## src/rtl/lsu_tcm_responder_pkg.sv

```systemverilog
// Shared LSU request/ack types, AMO encodings and access-size constants
// for the tightly-coupled memory responder.
package lsu_tcm_responder_pkg;

    typedef enum logic [3:0] {
        AMO_NONE = 4'd0,
        AMO_SWAP = 4'd1,
        AMO_ADD  = 4'd2,
        AMO_AND  = 4'd3,
        AMO_OR   = 4'd4,
        AMO_XOR  = 4'd5,
        AMO_MIN  = 4'd6,
        AMO_MAX  = 4'd7,
        AMO_MINU = 4'd8,
        AMO_MAXU = 4'd9
    } lsu_amo_e;

    localparam logic [1:0] LSU_SIZE_B = 2'd0;
    localparam logic [1:0] LSU_SIZE_H = 2'd1;
    localparam logic [1:0] LSU_SIZE_W = 2'd2;

    typedef struct packed {
        logic        req;
        logic        we;
        logic [31:0] addr;
        logic [31:0] wdata;
        logic [3:0]  amo;
        logic [3:0]  strb;
        logic [1:0]  size;
    } lsu_req_t;

    typedef struct packed {
        logic        ack;
        logic        error;
        logic [31:0] rdata;
    } lsu_ack_t;

    typedef enum logic [1:0] {
        ST_IDLE    = 2'd0,
        ST_RESP    = 2'd1,
        ST_AMO_WR  = 2'd2,
        ST_AMO_ACK = 2'd3
    } tcm_state_e;

    // The amo field is raw bits so undefined encodings can be detected
    function automatic logic amo_known(input logic [3:0] code);
        return code <= 4'(AMO_MAXU);
    endfunction

endpackage

```

## src/rtl/lsu_tcm_responder_amo_alu.sv

```systemverilog
// Combinational read-modify-write datapath for word atomics.
// Produces the value written back given the old memory word and the operand.
module lsu_amo_alu
    import lsu_tcm_responder_pkg::*;
(
    input  lsu_amo_e    op,
    input  logic [31:0] old_val,
    input  logic [31:0] operand,
    output logic [31:0] result
);

    logic lt_s;
    logic lt_u;

    assign lt_s = $signed(old_val) < $signed(operand);
    assign lt_u = old_val < operand;

    always_comb begin
        result = old_val;
        case (op)
            AMO_SWAP: result = operand;
            AMO_ADD:  result = old_val + operand;
            AMO_AND:  result = old_val & operand;
            AMO_OR:   result = old_val | operand;
            AMO_XOR:  result = old_val ^ operand;
            AMO_MIN:  result = lt_s ? old_val : operand;
            AMO_MAX:  result = lt_s ? operand : old_val;
            AMO_MINU: result = lt_u ? old_val : operand;
            AMO_MAXU: result = lt_u ? operand : old_val;
            default:  result = old_val;
        endcase
    end

endmodule

```

## src/rtl/lsu_tcm_responder.sv

```systemverilog
// Serves one LSU request channel from a single-port word TCM,
// including byte/half/word stores and read-modify-write word AMOs.
module lsu_tcm_responder
    import lsu_tcm_responder_pkg::*;
#(
    parameter logic [31:0] BASE_ADDR = 32'h10000,
    parameter int          DEPTH     = 4096,
    localparam int         AW        = $clog2(DEPTH)
) (
    input  logic          clk_i,
    input  logic          rst_ni,
    input  lsu_req_t      lsu_req_i,
    output lsu_ack_t      lsu_ack_o,
    output logic          sram_en_o,
    output logic          sram_we_o,
    output logic [3:0]    sram_be_o,
    output logic [AW-1:0] sram_addr_o,
    output logic [31:0]   sram_wdata_o,
    input  logic [31:0]   sram_rdata_i
);

    localparam logic [31:0] SPAN = 32'(DEPTH * 4);

    tcm_state_e    state;
    logic          err_q;
    logic          load_q;
    lsu_amo_e      amo_q;
    logic [31:0]   wdata_q;
    logic [AW-1:0] addr_q;
    logic [31:0]   old_q;

    logic [31:0]   offset;
    logic [AW-1:0] word_addr;
    logic          out_of_range;
    logic          misaligned;
    logic          amo_bad;
    logic          req_err;
    logic          is_amo;
    logic [31:0]   amo_result;

    // Addresses below the base wrap to a huge offset and fail the range test
    assign offset       = lsu_req_i.addr - BASE_ADDR;
    assign word_addr    = offset[AW+1:2];
    assign out_of_range = offset >= SPAN;
    assign is_amo       = lsu_req_i.amo != 4'(AMO_NONE);

    always_comb begin
        misaligned = 1'b0;
        unique case (1'b1)
            lsu_req_i.size == LSU_SIZE_B: misaligned = 1'b0;
            lsu_req_i.size == LSU_SIZE_H: misaligned = lsu_req_i.addr[0];
            lsu_req_i.size == LSU_SIZE_W: misaligned = |lsu_req_i.addr[1:0];
            default:                      misaligned = 1'b1;
        endcase
    end

    assign amo_bad = is_amo &&
                     (lsu_req_i.size != LSU_SIZE_W ||
                      !amo_known(lsu_req_i.amo));
    assign req_err = out_of_range || misaligned || amo_bad;

    lsu_amo_alu u_amo_alu (
        .op      (amo_q),
        .old_val (sram_rdata_i),
        .operand (wdata_q),
        .result  (amo_result)
    );

    // SRAM port is driven in the request cycle; reset gates it to idle
    always_comb begin
        sram_en_o    = 1'b0;
        sram_we_o    = 1'b0;
        sram_be_o    = 4'h0;
        sram_addr_o  = '0;
        sram_wdata_o = 32'h0;
        if (rst_ni) begin
            case (state)
                ST_IDLE: begin
                    if (lsu_req_i.req && !req_err) begin
                        sram_en_o   = 1'b1;
                        sram_addr_o = word_addr;
                        if (!is_amo && lsu_req_i.we) begin
                            sram_we_o    = 1'b1;
                            sram_be_o    = lsu_req_i.strb;
                            sram_wdata_o = lsu_req_i.wdata;
                        end
                    end
                end
                ST_AMO_WR: begin
                    sram_en_o    = 1'b1;
                    sram_we_o    = 1'b1;
                    sram_be_o    = 4'hF;
                    sram_addr_o  = addr_q;
                    sram_wdata_o = amo_result;
                end
                default: ;
            endcase
        end
    end

    always_ff @(posedge clk_i) begin
        if (!rst_ni) begin
            state   <= ST_IDLE;
            err_q   <= 1'b0;
            load_q  <= 1'b0;
            amo_q   <= AMO_NONE;
            wdata_q <= 32'h0;
            addr_q  <= '0;
            old_q   <= 32'h0;
        end else begin
            case (state)
                ST_IDLE: begin
                    if (lsu_req_i.req) begin
                        err_q  <= req_err;
                        load_q <= !req_err && !is_amo && !lsu_req_i.we;
                        if (req_err || !is_amo) begin
                            state <= ST_RESP;
                        end else begin
                            state   <= ST_AMO_WR;
                            amo_q   <= lsu_amo_e'(lsu_req_i.amo);
                            wdata_q <= lsu_req_i.wdata;
                            addr_q  <= word_addr;
                        end
                    end
                end
                ST_AMO_WR: begin
                    old_q <= sram_rdata_i;
                    state <= ST_AMO_ACK;
                end
                ST_RESP: begin
                    err_q  <= 1'b0;
                    load_q <= 1'b0;
                    state  <= ST_IDLE;
                end
                ST_AMO_ACK: begin
                    state <= ST_IDLE;
                end
                default: state <= ST_IDLE;
            endcase
        end
    end

    // Load data comes straight from the SRAM read port in the ack cycle
    always_comb begin
        lsu_ack_o = '0;
        case (state)
            ST_RESP: begin
                lsu_ack_o.ack   = 1'b1;
                lsu_ack_o.error = err_q;
                lsu_ack_o.rdata = load_q ? sram_rdata_i : 32'h0;
            end
            ST_AMO_ACK: begin
                lsu_ack_o.ack   = 1'b1;
                lsu_ack_o.rdata = old_q;
            end
            default: ;
        endcase
    end

endmodule
```

## config.mk

```make
export PLATFORM = sky130hd
export DESIGN_NAME = lsu_tcm_responder
export DESIGN_NICKNAME = d
export VERILOG_FILES = /design/src/rtl/lsu_tcm_responder_pkg.sv /design/src/rtl/lsu_tcm_responder_amo_alu.sv /design/src/rtl/lsu_tcm_responder.sv
export SDC_FILE = /design/constraint.sdc
export NUM_CORES = 1
export LEC_CHECK = 0
export ABC_AREA = 0
export BUFFER_PORTS_ARGS = -buffer_cell sky130_fd_sc_hd__buf_2
export CORE_MARGIN = 4
export CORE_UTILIZATION = 40
export CTS_CLUSTER_SIZE = 10
export DETAILED_ROUTE_END_ITERATION = 6
export PLACE_DENSITY_LB_ADDON = 0.25
export SLEW_MARGIN = 0
export SYNTH_ARGS = -nofsm -noshare
export SYNTH_HDL_FRONTEND = slang
export SYNTH_SLANG_ARGS = --single-unit
```

## constraint.sdc

```tcl
create_clock -name clk_i -period 3.2 [get_ports clk_i]
set_clock_uncertainty 0.05 [all_clocks]
set_input_delay 0.16 -clock clk_i [delete_from_list [all_inputs] [get_ports clk_i]]
set_output_delay 0.16 -clock clk_i [all_outputs]
set_load 0.02 [all_outputs]
```

==> implementation parameters, run 1 <==
Parameter                              Value

Place
  Number of cells after detailed placement    1,913
  Routability congestion estimate    0.943
  Buffers on Ports    193
  Half-perimeter wire length after detailed placement    26,700 microns

STA
  Post-layout minimum cycle time    4.02 ns
  Final hold violation count    0
  Maximum clock frequency    249 MHz
  Transition time of the tightest slew-check pin    0.854 ns
  Relative slew slack    43.1%
  Final hold slack    0.0131 ns
  Count of final setup violators    32
  Max Slew Vio Count    0
  Final cycle utilization of the critical path    126%
  RSZ-0062 raised after global routing    true
  Worst-case setup margin in the final layout    -0.822 ns

Detailed routing
  Average via count per standard cell    5.73
  Antenna-violating nets left    0
  1st-pass router iterations    6
  Vias post-DR    11,100
  Total Wirelength    36,500 microns
  Detailed-route wire length per cell    18.8 microns
  Drt initial violations    789
  Number of remaining DRC errors    0

Logic synthesis
  Flip-flop cell with the highest count after synthesis    sky130_fd_sc_hd__dfxtp_1
  Sequential cell area fraction in the yosys report    18.3%
  Number of flops mapped to enable cells by yosys    0
  Seq cells post-synth    84
  Area share of the largest cell type after synthesis    18.3%
  Net count after synthesis    1,509
  Cell type with the largest total area after synthesis    sky130_fd_sc_hd__dfxtp_1
  Most common cell in the netlist    sky130_fd_sc_hd__nand2_1
  Mean Syn Cell Area    7.05 sq um
  Warning count from the yosys run    0
  Most used standard cells in the synthesized netlist    255 x sky130_fd_sc_hd__nand2_1, 96 x sky130_fd_sc_hd__ha_1, 90 x sky130_fd_sc_hd__a21oi_1
  Combined area of all synthesized cells    9180 sq um
  Post-synthesis cell count    1,302
  Cell types with the largest area share after synthesis    sky130_fd_sc_hd__dfxtp_1 18%, sky130_fd_sc_hd__ha_1 13%, sky130_fd_sc_hd__nand2_1 10%
  Netlist cell types    73
  Synth async-reset ratio    0%

Clock tree
  TritonCTS clock tree    yes
  Clock-pin slew on the worst setup and hold paths    0.07 ns
  CTS Sinks    84
  CTS buffer count    9
  Total number of H-tree levels    3
  Clk buf depth    2
  Source-to-sink clock delay at the later pin of the worst-skew pair    0.35 ns
  Master cell of the clock root buffer    sky130_fd_sc_hd__clkbuf_16
  Hold buffer count at cts    0

Layout
  Multi-input gate area in the final layout    7280 sq um
  Fin nets    1,856
  Antenna diode count    0
  Area occupied by registers    1690 sq um
  Number of filler instances in the final layout    2,150
  Share of post-route cells with drive strength above 1    33.0%
  Number of standard cells in the final layout excluding fillers    1,938
  Area growth from synthesis to final layout    41.7%

Worst hold path
  Class of the most critical hold timing path    input port to flop

Floorplan
  Starting Density    40.6%
  Boundary pin count    194
  Width of the chip    160 microns
  CORE AREA    22,600 sq um
  Die Y    160 microns
  Row cnt    55
  Die area    25,400 sq um

Global routing
  Total routing usage reported by global routing    27.8%
  First-pass GRT wire length    58,200 microns
  Maximum number of pins on one net before global-route repair    84
  Number of antenna violations at the first check in global routing    1
  Vias in the first global route    11,000
  Aggregate global routing overflow    0

Pwr
  Gate power share    20.1%
  Power per standard cell area    207 nW/um^2
  Reg power frac    38.8%
  Clock network power share    41.1%
  Peak supply drop    0.199 mV
  Switching power total    770 uW
  Net switching fraction of the power    28.5%
  Leakage    5.73 nW
  Cell Int Power    1.93 mW

Critical path
  Data arrival time of the critical path    3.81 ns
  Startpoint type of the worst setup path    flop
  Largest fanout of any net on the critical path    5
  Type of the setup path with the least slack    flop to primary output
  Worst Path Required    2.99 ns
  Element type at the critical path end    primary output

Outcome
  Failing checks    setup timing
  Outcome    complete, but fails checks

Flow run
  Maximum Capacitance Violations    0
through the flow:
step / instance area [sq um] / setup TNS [ns] / util [%] / power, mW / worst slack [ns]
finish: 13000 / -19.57 / 57.5 / 2.70 / -0.822
global route: 13000 / -26.07 / 57.5 / 2.81 / -1.02
CTS: 13000 / -19.78 / 57.4 / 2.71 / -0.816
detailed placement: 12100 / -11.64 / 53.6 / 1.57 / -0.496
global placement: 12100 / -9.95 / 53.6 / 1.56 / -0.419
floorplan: 9380 / -1.47 / - / 1.28 / -0.268
cell type report:
class                   count  share of cell area [%]
multi-input cells        1036                    55.9
repair buffers            435                    23.6
flip-flops and latches     84                    13.0
well taps                 285                    2.74
inverters                  83                    2.39
clock buffers              10                    1.84
clock inverters             5                   0.462
power groups by stage:
| stage | registers [mW] | logic [mW] | clock network (mW) |
|---|---|---|---|
| final | 1.05 | 0.543 | 1.11 |
| after global routing | 1.05 | 0.587 | 1.17 |
| after CTS | 1.05 | 0.533 | 1.13 |
| after detailed placement | 1.07 | 0.495 | 0 |
| after global placement | 1.07 | 0.493 | 0 |
| after floorplan | 1.07 | 0.212 | 0 |
path summary, 6_finish.rpt:
path / startpoint / end / slack [ns] / depth (start not counted)
max: wdata_q[5] / sram_wdata_o[4] / -0.82 / 13
max reg2reg: state[0] / wdata_q[13] / 1.16 / 7
min: lsu_req_i[51] / addr_q[7] / 0.01 / 3
min reg2reg: old_q[16] / old_q[16] / 0.42 / 2
state kept, by name (all words and copies together) (netlist names):
name / cells
old_q: 32
load_q: 1
amo_q: 4
wdata_q: 32
addr_q: 12
state: 2
err_q: 1
logic make-up after synthesis:
logic type                 share of synthesized area [%]
AOI/OAI and AO/OA                                   36.0
xor gates and xnor gates                            2.43
adders and majority gates                           13.3
buffers and inverters                               7.94
DFF                                                 18.3
muxes                                              0.668
and+or+nand+nor                                     21.3
per-layer routing:
metal,vias to the layer above,share of wire [%],global-route usage (%)
met4,2,1.9,7.61
met5,-,0.036,0
met3,57,8.1,4.92
li1,5338,-,-
met2,477,46,46.3
met1,5225,44,37.2
repair_timing:
item | 4_1_cts | 5_1_grt
buffers inserted | 10 | 0
pin swaps | 40 | 3
endpoints found under the setup margin | 32 | 32
resized for setup | 111 | 4
cloned | 1 | 0
critical path, stage by stage (launching register included):
cell	delay, ns
sky130_fd_sc_hd__dfxtp_2	0.32
sky130_fd_sc_hd__inv_1	0.05
sky130_fd_sc_hd__ha_1	0.30
sky130_fd_sc_hd__or4_1	0.54
sky130_fd_sc_hd__a211oi_2	0.30
sky130_fd_sc_hd__nor3_2	0.11
sky130_fd_sc_hd__o21ai_4	0.20
sky130_fd_sc_hd__xnor3_1	0.25
sky130_fd_sc_hd__a2111o_1	0.41
sky130_fd_sc_hd__buf_6	0.15
sky130_fd_sc_hd__a221oi_2	0.25
sky130_fd_sc_hd__a211oi_1	0.08
sky130_fd_sc_hd__a221o_1	0.32
sky130_fd_sc_hd__buf_2	0.17
cells in the final DEF, fill, tap and decap left out, types with 20 or more instances in the layout:
master	netlist	final
sky130_fd_sc_hd__nand2_1	255	254
sky130_fd_sc_hd__buf_4	2	233
sky130_fd_sc_hd__buf_2	7	169
sky130_fd_sc_hd__a21oi_1	90	86
sky130_fd_sc_hd__ha_1	96	86
sky130_fd_sc_hd__a21boi_0	86	83
sky130_fd_sc_hd__inv_1	82	79
sky130_fd_sc_hd__dfxtp_1	84	78
sky130_fd_sc_hd__nor2_1	72	69
sky130_fd_sc_hd__o21ai_0	72	66
sky130_fd_sc_hd__a22o_1	33	33
sky130_fd_sc_hd__a22oi_1	33	31
sky130_fd_sc_hd__o211ai_1	27	27
sky130_fd_sc_hd__a221oi_2	1	23
sky130_fd_sc_hd__buf_6	4	20
Power figures use the tool's default switching activity.
==> run 2: changes to the inputs <==
--- a/config.mk
+++ b/config.mk
@@ -7,6 +7,7 @@
 export LEC_CHECK = 0
 export ABC_AREA = 0
 export BUFFER_PORTS_ARGS = -buffer_cell sky130_fd_sc_hd__buf_2
+export CORE_ASPECT_RATIO = 1.1
 export CORE_MARGIN = 4
 export CORE_UTILIZATION = 40
 export CTS_CLUSTER_SIZE = 10
==> run 2 against run 1 <==
The run still ends with setup timing left. Sequential power hardly changed. Hold slack got worse by 0.0030 ns. Via count increased by 0.30%. Die area is essentially flat. Clock power up 12%. Cell count increased by 0.46%. Routed wire length up 0.69%. Maximum frequency is 1.2% higher. Sequential cell count stayed put. Critical path depth did not move. Sequential share of layout area barely moved. Highest routed layer unchanged.
==> implementation parameters, run 2 (same netlist as run 1, synthesis figures left out) <==
Parameter                              Value

Floorplan
  CORE AREA    22,300 sq um (-1.4%)
  Boundary pin count    194 (unchanged)
  Die area    25,500 sq um (about the same)
  Die Y    167 microns (+4.6%)
  Row cnt    57 (+3.6%)
  Width of the chip    152 microns (-4.4%)
  Starting Density    41.1% (+0.58 points)

Detailed routing
  Total Wirelength    36,800 microns (+0.69%)
  1st-pass router iterations    6 (unchanged)
  Number of remaining DRC errors    0 (unchanged)
  Highest metal layer with signal wires    met5
  Average via count per standard cell    5.72 (-0.17%)
  Antenna-violating nets left    0 (unchanged)
  Vias post-DR    11,100 (+0.30%)
  Met2 Routed Length    17,600 microns (+5.6%)
  Routed wl met3    2770 microns (-6.1%)
  Detailed-route wire length per cell    18.9 microns (+0.23%)
  Metal1 wirelength    15,500 microns (-3.5%)
  Drt initial violations    802 (+1.6%)

Pwr
  Switching power total    800 uW (+4.0%)
  Clock network power share    43.8% (+2.7 points)
  Gate power share    19.2% (-0.9 points)
  Cell Int Power    2.03 mW (+5.3%)
  Leakage    5.71 nW (-0.22%)
  Reg power frac    37.0% (-1.8 points)
  Power per standard cell area    218 nW/um^2 (+5.1%)
  Net switching fraction of the power    28.3% (-0.26 points)
  Peak supply drop    0.243 mV (+22%)

Layout
  Share of post-route cells with drive strength above 1    33.1% (+0.16 points)
  Multi-input gate area in the final layout    7290 sq um (+0.12%)
  Number of filler instances in the final layout    2,096 (-2.5%)
  Most frequent standard cell in the layout excluding fill and tap cells    sky130_fd_sc_hd__nand2_1
  Commonest non-fill, non-tap cells in the layout    254 x sky130_fd_sc_hd__nand2_1, 236 x sky130_fd_sc_hd__buf_4, 166 x sky130_fd_sc_hd__buf_2
  Top flop regs    old_q: 32 flops, wdata_q: 32 flops, addr_q: 12 flops
  Area occupied by registers    1690 sq um (about the same)
  Fin nets    1,853 (-0.16%)
  Area growth from synthesis to final layout    41.5%
  Final design instance area without fill    13,000 sq um (-0.12%)
  Number of standard cells in the final layout excluding fillers    1,947 (+0.46%)

Global routing
  Vias in the first global route    10,900 (-1.3%)
  First-pass GRT wire length    57,400 microns (-1.4%)
  Number of antenna violations at the first check in global routing    1 (unchanged)
  Aggregate global routing overflow    0 (unchanged)
  Total routing usage reported by global routing    27.2% (-0.69 points)
  Maximum number of pins on one net before global-route repair    84 (unchanged)

Clock tree
  Clock-pin slew on the worst setup and hold paths    0.07 ns (about the same)
  Total number of H-tree levels    3 (unchanged)
  Master cell of the clock root buffer    sky130_fd_sc_hd__clkbuf_16
  CTS Sinks    84 (unchanged)
  CTS buffer count    9 (unchanged)
  TritonCTS clock tree    yes
  Source-to-sink clock delay at the later pin of the worst-skew pair    0.35 ns (about the same)
  Clk buf depth    2 (unchanged)

STA
  Count of final setup violators    32 (unchanged)
  Relative slew slack    43.4% (+0.28 points)
  Final cycle utilization of the critical path    124% (-1.5 points)
  Max Slew Vio Count    0 (unchanged)
  RSZ-0062 raised after global routing    true
  Post-layout minimum cycle time    3.98 ns (-0.0465 ns)
  Worst-case setup margin in the final layout    -0.775 ns (+0.0465 ns)
  Maximum clock frequency    252 MHz (+1.2%)
  Transition time of the tightest slew-check pin    0.849 ns (-0.00423 ns)
  Final hold violation count    0 (unchanged)

Critical path
  Most repeated library cell on the critical path    sky130_fd_sc_hd__buf_6
  Longest individual stage delay on the worst path    0.57 ns (+0.03 ns)
  Worst Path Required    2.99 ns (about the same)
  Startpoint type of the worst setup path    flop
  Slowest cell on the critical path    sky130_fd_sc_hd__or4_1
  Reg2reg start    state[0]
  Depth of the worst register-to-register path    7 (unchanged)
  Chain of cells forming the critical path    inv_1 > ha_1 > or4_1 > a211oi_2 > nor3_2 > o21ai_4 > xnor3_1 > a2111o_1 > buf_6 > a221oi_2 > a211oi_1 > a221o_1 > buf_6
  Reg2reg setup slack    1.09 ns (-0.07 ns)
  Type of the setup path with the least slack    flop to primary output
  Data arrival time of the critical path    3.77 ns (-0.04 ns)
  Largest fanout of any net on the critical path    6 (+1)
  Element type at the critical path end    primary output
  Endpoint of the worst register-to-register path    wdata_q[10]

Worst hold path
  Hold worst-path end    wdata_q[7]
  Hold Path Stages    3 (unchanged)
  Class of the most critical hold timing path    input port to flop
  Hold Path Origin    lsu_req_i[17]

Place
  Worst setup slack after placement    -0.546 ns (-0.0499 ns)
  Routability congestion estimate    0.945 (+0.16%)
  Buffers on Ports    193 (unchanged)
  Cell area after placement    12,100 sq um (-0.46%)
  Half-perimeter wire length after detailed placement    27,200 microns (+1.8%)
  Number of cells after detailed placement    1,918 (+0.26%)

Outcome
  Failing checks    setup timing
  Outcome    complete, but fails checks

Flow run
  Maximum Capacitance Violations    0 (unchanged)
[run 2: cell count changes in the layout (fill, tap and decap cells not counted), sizes merged]
cell and change:
diode +1, clkinvlp -1, buf -5, bufinv +1, dlygate4sd3 +2, clkbuf +1
[run 2: metal layers]
metal  GRT usage, %  vias to the layer above
met5              0                        -
met4           7.48                        2
met3           5.06                       55
met1           34.4                     5283
li1               -                     5331
met2           47.3                      461
[run 2: critical path, delay by kind of cell, from the launching register on]
kind                       cells  cell delay, ns
AOI/OAI and AO/OA              6            1.49
xor gates and xnor gates       1            0.26
adders and majority gates      1            0.30
buffers and inverters          3            0.35
DFF                            1            0.33
and+or+nand+nor                2            0.67
[run 2: stage by stage]
| step | hold slack [ns] | TNS, ns | power [mW] | util, % |
|---|---|---|---|---|
| finish | 0.0100 | -19.64 | 2.83 | 58.2 |
| global route | 0.00987 | -24.02 | 2.93 | 58.2 |
| CTS | 0.00250 | -21.30 | 2.82 | 56.7 |
| detailed placement | 0.383 | -13.63 | 1.56 | 54.1 |
| global placement | 0.373 | -9.81 | 1.56 | 54.1 |
| floorplan | 0.250 | -1.47 | 1.28 | - |
[run 2: layout make-up]
cell class,count,share of cell area (%)
inverters,83,2.40
well taps,295,2.84
multi-input cells,1036,56.1
repair buffers,432,23.1
diodes,1,0.0193
clock buffers,11,1.94
clock inverters,5,0.635
flip-flops and latches,84,13.0
[run 2: worst max path at each step]
stage,from,endpoint,slack (ns),cells past startpoint
2_1_floorplan,wdata_q[29],sram_wdata_o[3],-0.27,14
3_3_place_gp,wdata_q[24],sram_wdata_o[4],-0.42,14
3_5_place_dp,wdata_q[24],sram_wdata_o[4],-0.55,14
4_1_cts,wdata_q[28],sram_wdata_o[4],-0.82,14
5_1_grt,wdata_q[29],sram_wdata_o[4],-0.93,14
6_report,wdata_q[5],sram_wdata_o[4],-0.78,13
[run 2: power by group through the flow]
stage	clock (mW)	sequential [mW]	combinational (mW)
6_report	1.24	1.05	0.543
5_1_grt	1.29	1.05	0.586
4_1_cts	1.26	1.05	0.513
3_5_place_dp	0	1.07	0.493
3_3_place_gp	0	1.07	0.489
2_1_floorplan	0	1.07	0.212
[run 2: timing repair]
item	4_1_cts	5_1_grt
endpoints found under the hold margin	2	0
buffers inserted	2	8
hold buffers	2	0
resized for setup	60	61
setup endpoints to repair	32	32
pin swaps	15	30
==> run 3: changes to the inputs <==
--- a/config.mk
+++ b/config.mk
@@ -9,7 +9,8 @@
 export BUFFER_PORTS_ARGS = -buffer_cell sky130_fd_sc_hd__buf_2
 export CORE_ASPECT_RATIO = 1.1
 export CORE_MARGIN = 4
-export CORE_UTILIZATION = 40
+export CORE_UTILIZATION = 52
+export CTS_BUF_LIST = sky130_fd_sc_hd__clkbuf_4
 export CTS_CLUSTER_SIZE = 10
 export DETAILED_ROUTE_END_ITERATION = 6
 export PLACE_DENSITY_LB_ADDON = 0.25
==> run 3 against run 2 <==
The run ends with hold timing, setup timing left. Critical path depth grew 4. Die area shrank 22%. First-iteration DRC count up 77%. Sequential cell count unchanged. Global-route usage up 7.8 points. Sequential power about the same.
==> implementation parameters, run 3 (same netlist as run 1, synthesis figures left out) <==
Parameter                              Value

Outcome
  Outcome    complete, but fails checks
  Failing checks    hold timing, setup timing

Critical path
  Largest fanout of any net on the critical path    4 (-2)
  Longest individual stage delay on the worst path    0.40 ns (-0.17 ns)
  Type of the setup path with the least slack    flop to primary output
  Slowest cell on the critical path    sky130_fd_sc_hd__nor4_4
  Worst Path Required    2.99 ns (about the same)
  Largest delay contributor family on the critical path    compound AO/OA/AOI/OAI gates
  Reg2reg start    state[0]
  Element type at the critical path end    primary output
  Bufs and invs on worst path    6 (+3)
  Chain of cells forming the critical path    inv_1 > ha_1 > nor2_1 > nand4_1 > buf_4 > a21oi_4 > nor4_4 > o21ai_4 > buf_4 > and3_2 > a2111o_1 > buf_4 > buf_6 > a221o_1 > a21oi_2 > a211oi_4 > buf_6
  Reg2reg setup slack    0.92 ns (-0.17 ns)
  Depth of the worst register-to-register path    7 (unchanged)
  Data arrival time of the critical path    4.00 ns (+0.23 ns)
  Startpoint type of the worst setup path    flop
  Most repeated library cell on the critical path    sky130_fd_sc_hd__buf_4
  Endpoint of the worst register-to-register path    wdata_q[13]

Detailed routing
  Total Wirelength    37,800 microns (+2.8%)
  Vias post-DR    11,900 (+7.3%)
  Detailed-route wire length per cell    19.3 microns (+2.5%)
  Number of remaining DRC errors    0 (unchanged)
  1st-pass router iterations    6 (unchanged)
  Average via count per standard cell    6.12 (+7.0%)
  Drt initial violations    1,421 (+77%)
  Antenna-violating nets left    0 (unchanged)

Clock tree
  Total number of H-tree levels    3 (unchanged)
  CTS buffer count    9 (unchanged)
  Clk buf depth    2 (unchanged)
  Source-to-sink clock delay at the later pin of the worst-skew pair    0.51 ns (+0.16 ns)
  Master cell of the clock root buffer    sky130_fd_sc_hd__clkbuf_4
  TritonCTS clock tree    yes
  Clock-pin slew on the worst setup and hold paths    0.15 ns (+0.08 ns)
  CTS Sinks    84 (unchanged)

Pwr
  Peak supply drop    0.170 mV (-30%)
  Power per standard cell area    187 nW/um^2 (-14%)
  Leakage    5.96 nW (+4.4%)

Floorplan
  CORE AREA    17,200 sq um (-23%)
  Row cnt    50 (-12%)
  Starting Density    53.4% (+12 points)
  Boundary pin count    194 (unchanged)
  Width of the chip    135 microns (-12%)
  Die Y    147 microns (-12%)
  Die area    19,900 sq um (-22%)

Global routing
  Vias in the first global route    11,500 (+5.7%)
  Number of antenna violations at the first check in global routing    1 (unchanged)
  Aggregate global routing overflow    0 (unchanged)
  Total routing usage reported by global routing    34.9% (+7.8 points)
  First-pass GRT wire length    56,800 microns (-0.93%)
  Maximum number of pins on one net before global-route repair    84 (unchanged)

Worst hold path
  Hold Path Stages    4 (+1)
  Class of the most critical hold timing path    input port to flop
  Hold Path Origin    sram_rdata_i[15]
  Hold worst-path end    old_q[15]

STA
  RSZ-0062 raised after global routing    true
  Count of final setup violators    32 (unchanged)
  Maximum clock frequency    237 MHz (-5.6%)
  Final hold violation count    1 (+1)
  Final hold slack    -0.0000973 ns (-0.0101 ns)
  Relative slew slack    43.0% (-0.37 points)
  Post-layout minimum cycle time    4.21 ns (+0.236 ns)
  Worst-case setup margin in the final layout    -1.01 ns (-0.236 ns)
  Transition time of the tightest slew-check pin    0.855 ns (+0.00552 ns)
  Final cycle utilization of the critical path    132% (+7.4 points)
  Max Slew Vio Count    0 (unchanged)

Layout
  Share of post-route cells with drive strength above 1    32.8% (-0.32 points)
  Fin nets    1,918 (+3.5%)
  Area growth from synthesis to final layout    48.1%
  Commonest non-fill, non-tap cells in the layout    252 x sky130_fd_sc_hd__nand2_1, 233 x sky130_fd_sc_hd__buf_4, 164 x sky130_fd_sc_hd__buf_2
  Most frequent standard cell in the layout excluding fill and tap cells    sky130_fd_sc_hd__nand2_1
  Top flop regs    old_q: 32 flops, wdata_q: 32 flops, addr_q: 12 flops
  Number of standard cells in the final layout excluding fillers    1,952 (+0.26%)

Place
  Half-perimeter wire length after detailed placement    25,300 microns (-7.0%)
  Worst setup slack after placement    -0.511 ns (+0.0348 ns)
  Buffers on Ports    193 (unchanged)
  Routability congestion estimate    1.02 (+7.9%)
  Number of cells after detailed placement    1,853 (-3.4%)

Flow run
  Maximum Capacitance Violations    0 (unchanged)
## run 3: power breakdown
group / internal, mW / leakage [nW] / switching [mW]
logic: 0.310 / 5.18 / 0.312
registers: 1.05 / 0.681 / 0.000980
clock network: 0.406 / 0.0986 / 0.461
total: 1.76 / 5.96 / 0.774
## run 3: worst max-delay path by stage
stage / cells after the start / start / end / slack, ns
final: 17 / wdata_q[22] / sram_wdata_o[25] / -1.01
after global routing: 15 / wdata_q[31] / sram_wdata_o[25] / -1.14
after CTS: 14 / wdata_q[28] / sram_wdata_o[3] / -0.96
after detailed placement: 14 / wdata_q[24] / sram_wdata_o[3] / -0.51
after global placement: 14 / wdata_q[24] / sram_wdata_o[3] / -0.41
after floorplan: 14 / wdata_q[29] / sram_wdata_o[3] / -0.27
## run 3: area by class of cell
| type | count | area, sq um |
|---|---|---|
| Antenna cell | 2 | 5.00 |
| Clock buffer | 10 | 75.1 |
| Clock inverter | 6 | 111 |
| Fill cell | 1169 | 3610 |
| Inverter | 83 | 312 |
| Multi-Input combinational cell | 1036 | 7420 |
| Sequential cell | 84 | 1690 |
| Tap cell | 234 | 293 |
| Timing Repair Buffer | 497 | 3680 |
## run 3: repair_timing
item | 4_1_cts | 5_1_grt
setup endpoints to repair | 32 | 32
pin swaps | 12 | 41
gates resized for setup | 57 | 96
hold endpoints to repair | 57 | 4
hold buffers | 58 | 4
buffers inserted | 7 | 19
## run 3: routing by layer
| layer | up-vias | global-route usage, % | wire length, microns |
|---|---|---|---|
| li1 | 5472 | - | - |
| met1 | 5599 | 42.8 | 14700 |
| met2 | 744 | 59.6 | 18100 |
| met3 | 132 | 7.56 | 3660 |
| met4 | 0 | 13.6 | 1310 |
| met5 | - | 0 | 0 |
## run 3: per-stage QoR
stage               setup TNS [ns]  hold slack (ns)  utilization [%]  area (sq um)  power (mW)
floorplan                    -1.47            0.250                -          9380        1.28
global placement             -7.92            0.371             69.5         12000        1.55
detailed placement          -11.27            0.380             69.5         12000        1.56
CTS                         -26.95         0.000646             75.6         13000        2.48
global route                -30.50         -0.00194             79.0         13600        2.63
finish                      -27.04       -0.0000973             79.0         13600        2.54
## run 3: worst reg2reg max path, cell delays in order (launching register included)
cell	delay, ns
sky130_fd_sc_hd__dfxtp_1	0.34
sky130_fd_sc_hd__nor3b_1	0.33
sky130_fd_sc_hd__and3_1	0.22
sky130_fd_sc_hd__buf_4	0.22
sky130_fd_sc_hd__and2_1	0.16
sky130_fd_sc_hd__buf_4	0.51
sky130_fd_sc_hd__nand2_1	0.22
sky130_fd_sc_hd__a21boi_0	0.18
